$ cat config.mk
export PLATFORM = sky130hd
export DESIGN_NAME = latch_write_arbiter
export DESIGN_NICKNAME = d
export VERILOG_FILES = /design/src/rtl/latch_write_arbiter.sv
export SDC_FILE = /design/constraint.sdc
export NUM_CORES = 1
export LEC_CHECK = 0
export CAP_MARGIN = 20
export CORE_MARGIN = 2
export CORE_UTILIZATION = 36
export CTS_CLUSTER_DIAMETER = 120
export CTS_CLUSTER_SIZE = 20
export DETAILED_ROUTE_END_ITERATION = 10
export DONT_BUFFER_PORTS = 1
export HOLD_SLACK_MARGIN = 0.1
export PLACE_DENSITY = 0.51
export SYNTH_ARGS = -nofsm -noshare
export SYNTH_HDL_FRONTEND = slang
export SYNTH_SLANG_ARGS = --single-unit
$ cat constraint.sdc
create_clock -name clk -period 1.65 [get_ports clk]
set_input_delay 0.33 -clock clk [delete_from_list [all_inputs] [get_ports clk]]
set_output_delay 0.33 -clock clk [all_outputs]
set_load 0.02 [all_outputs]
$ cat src/rtl/latch_write_arbiter.sv
// Round-robin arbiter that gives four requesters turns at writing one shared
// external D latch. It sequences each write as setup, open, hold and ack so
// the latch sees stable data on both sides of its enable pulse.
module latch_write_arbiter #(
  parameter int WIDTH       = 8,
  parameter int OPEN_CYCLES = 2
) (
  input  logic               clk,
  input  logic               rst,
  input  logic [3:0]         req,
  input  logic [4*WIDTH-1:0] data_in,
  output logic [3:0]         grant,
  output logic [3:0]         ack,
  output logic               busy,
  output logic               latch_en,
  output logic [WIDTH-1:0]   latch_d
);

  typedef enum logic [2:0] {IDLE, SETUP, OPEN, HOLD, ACK} state_t;

  localparam logic [3:0] NOPEN = 4'(OPEN_CYCLES);

  state_t     state;
  logic [3:0] cnt;
  logic [1:0] ptr;
  logic [1:0] win;
  logic [1:0] pick;
  logic [1:0] idx;
  logic       found;

  // Round-robin search: first asserted req at or after ptr, wrapping mod 4.
  always_comb begin
    pick  = ptr;
    found = 1'b0;
    idx   = '0;
    for (int k = 0; k < 4; k++) begin
      idx = ptr + 2'(k);
      if (!found && req[idx]) begin
        found = 1'b1;
        pick  = idx;
      end
    end
  end

  // Transaction sequencer; every output is a flop written alongside the state.
  always_ff @(posedge clk) begin
    if (rst) begin
      state    <= IDLE;
      grant    <= '0;
      ack      <= '0;
      busy     <= 1'b0;
      latch_en <= 1'b0;
      latch_d  <= '0;
      cnt      <= '0;
      ptr      <= '0;
      win      <= '0;
    end else begin
      case (state)
        IDLE: begin
          if (found) begin
            grant   <= 4'b0001 << pick;
            latch_d <= data_in[pick*WIDTH +: WIDTH];
            win     <= pick;
            busy    <= 1'b1;
            state   <= SETUP;
          end
        end
        SETUP: begin
          latch_en <= 1'b1;
          cnt      <= 4'd1;
          state    <= OPEN;
        end
        OPEN: begin
          // cnt tracks how many enable cycles have been issued; once the
          // pulse is done the block stays one closing cycle in OPEN with the
          // enable low before moving to the data-hold cycle.
          if (latch_en) begin
            if (cnt == NOPEN) latch_en <= 1'b0;
            else              cnt      <= cnt + 4'd1;
          end else begin
            state <= HOLD;
          end
        end
        HOLD: begin
          ack   <= grant;
          ptr   <= win + 2'd1;
          state <= ACK;
        end
        ACK: begin
          grant <= '0;
          ack   <= '0;
          busy  <= 1'b0;
          cnt   <= '0;
          state <= IDLE;
        end
        default: state <= IDLE;
      endcase
    end
  end

endmodule

==> reports/summary.txt <==
Synth Warn #: 0
Die footprint: 0.004773 mm^2
EDFF count, synth: 0
Mapped cell area: 0.001525 mm^2
Number of diodes: 0
Mean post-synth cell area: 8.617 um^2
Peak supply drop: 545.1 uV
Final hold vios: 0
Cell taking the most area after synthesis: dfxtp_1
Largest net degree at the start of global routing: 31
First-pass GRT wire length: 6444 um
Die height: 69.09 um
Count leader, synth: dfxtp_1
Power per cell area: 1115 mW/mm^2
Share of cells above drive strength 1: 20.83%
GPL Wtd Cong: 0.7579
I/O pin total: 56
Slew margin rel.: 64.24%
Leak Pwr: 0.6810 nW
Critical path peak fanout: 4
Initial antenna violation count: 0
Routed Wire Length: 4118 um
CTS buffer count: 5
Max Slew Vio Count: 0
Crit share post-route: 100.8%
Vias in the first global route: 1401
Setup ws final: -0.01360 ns
Int Power: 1.349 mW
Sw Ratio: 34.87%
Post-route antenna net violation count: 0
Mapped Cells: 177
Sequential share of the synthesized area: 38.06%
Arr. time, crit path: 1.89 ns
Worst setup path category: flop to flop
Critical path required time: 1.88 ns
Slew @ Worst Pin: 0.5320 ns
Status: complete, but fails checks
DRC viols: 0
Area Growth Syn to Fin: 21.74%
Startpoint Class: flop
#FFs+latches synth: 29
Clk slew on worst S/H paths: 0.07 ns
Post-layout min period: 1.664 ns
Ys flop type: dfxtp_1
Seq pwr share: 44.3%
Layout Utilization: 46.09%
Async SR Flop Fraction: 0%
Clock power share: 28.1%
Initial drt markers: 41
Clk buf depth: 2
# setup viols final: 2
Net switching power: 0.7221 mW
PortBufs: 0
RSZ-0062 raised after global routing: yes
Netlist cell types: 36
Detailed placement HPWL: 2763 um
Site Rows: 23
Violated checks: negative setup slack
Clock Tree Root: clkbuf_8
Max_cap viols: 0
Post-synth top cells: dfxtp_1, mux2i_1, nor2_1
Wirelength per Cell: 17.02 um
Setup Skew: 0.006279 ns
Drt via density: 5.872
H-tree levels: 2
Drt first pass iters: 4
Clock Latency Late Sink: 0.28 ns
TritonCTS clock tree: yes
Setup TNS: -0.01437 ns
Syn Nets: 217
Total gr overflow: 0
Top post-synthesis cells by area: dfxtp_1, mux2i_1, nand3b_1, o221ai_1, nor2_1
Overall routing resource usage: 16.65%
Core outline area: 0.004029 mm^2
Initial Util: 37.86%
Post-synth top area share: 38.06%
Clock sink count: 29
DR vias: 1421
Nets: 231
Comb pwr share: 27.6%
CP Capture Type: flop
Hold Crit Class: input pin to flop
Die Wd: 69.09 um
Max Clock Freq: 601.1 MHz
==> final timing paths <==
| kind | depth (start not counted) | slack [ns] | start | endpoint |
|---|---|---|---|---|
| min | 1 | 0.12 | rst | state[2]$_SDFFE_PP0P_ |
| min reg2reg | 2 | 0.48 | win[1]$_SDFFE_PP0P_ | win[1]$_SDFFE_PP0P_ |
| max reg2reg | 7 | -0.01 | cnt[0]$_SDFFE_PP0P_ | cnt[2]$_SDFFE_PP0P_ |
| max | 7 | -0.01 | cnt[0]$_SDFFE_PP0P_ | cnt[2]$_SDFFE_PP0P_ |
==> final cells by class <==
class,instances,area (um^2)
sequential,29,583.1
clock inverter,3,17.52
timing repair buffer,19,195.2
tap,50,62.56
inverter,5,18.77
clock buffer,5,68.82
multi-input combinational,131,910.9
fill,392,2172
==> cells in the final DEF, fill, tap and decap left out, drive strengths merged, types with 2 or more instances in the layout <==
cell type	Yosys	routed
dfxtp	29	29
nor2	17	17
mux2i	17	17
buf	7	15
nand2	13	13
a21oi	10	10
nand3b	10	10
nand3	8	8
o221ai	8	8
clkbuf	5	7
inv	5	5
o21ai	5	5
nand2b	5	5
a22oi	4	4
nor3	4	4
nor4	4	4
nor2b	3	3
a31oi	2	2
or3	2	2
a211oi	2	2
and2	2	2
a21o	2	2
xnor2	2	2
clkinv	0	2
dlygate4sd3	0	2
o22ai	2	2
ha	2	2
==> sequential cells by signal (all words and copies together) (netlist names) <==
register and cells:
ack 4, busy 1, cnt 4, grant 4, latch_d 8, latch_en 1
ptr 2, state 3, win 2
==> metal layers <==
layer  wire length, um  track usage (%)  up-vias  part of all wire, %
li1                  -                -      671                    -
met1              1741            19.17      671                   42
met2              1968            28.42       68                   48
met3               305            5.263       11                  7.4
met4               103            6.754        0                  2.5
met5                 0                0        -                    0
==> kinds of logic (layout without fill, tap and decap cells) <==
group,count (synthesis),after routing,synth area share (%)
XOR/XNOR,2,2,1.149
AND/OR/NAND/NOR,71,71,25.18
flip-flops,29,29,38.06
AO/OA/AOI/OAI,39,39,17.23
buffers and inverters,17,32,5.578
multiplexers,17,17,11.16
adder cells (fa/ha/maj),2,2,1.640
==> power groups by stage <==
stage	clock network (mW)	logic (mW)	registers, mW
after detailed placement	0	0.494	0.930
after global routing	0.644	0.618	0.928
after floorplan	0	0.375	0.926
after CTS	0.595	0.509	0.917
final	0.582	0.572	0.917
after global placement	0	0.481	0.928
==> stage by stage <==
stage | area [um^2] | setup WS, ns | hold slack [ns] | total power [mW] | instances
floorplan | 1525 | 0.005756 | 0.4441 | 1.301 | 177
global placement | 1632 | 0.01072 | 0.4048 | 1.409 | 228
detailed placement | 1632 | -0.1055 | 0.4064 | 1.424 | 228
CTS | 1758 | -0.09399 | 0.1002 | 2.022 | 239
global route | 1857 | -0.08813 | 0.1012 | 2.190 | 242
finish | 1857 | -0.01360 | 0.1182 | 2.071 | 242
==> critical path, stage by stage, from the launching register on <==
cell and delay [ns]:
dfxtp_2 0.33, inv_2 0.07, ha_4 0.11, or3b_4 0.36
and4_1 0.15, o31a_1 0.30, o22ai_2 0.16, a21o_1 0.12
==> repair_timing <==
item / in CTS / in global routing
setup endpoints to repair: 3 / 9
endpoints found under the hold margin: 1 / 3
buffers inserted: 2 / 0
gates resized for setup: 5 / 9
hold buffers: 1 / 1
pin swaps: 5 / 6
gates cloned: 0 / 2
(Power assumes the default switching activity.)
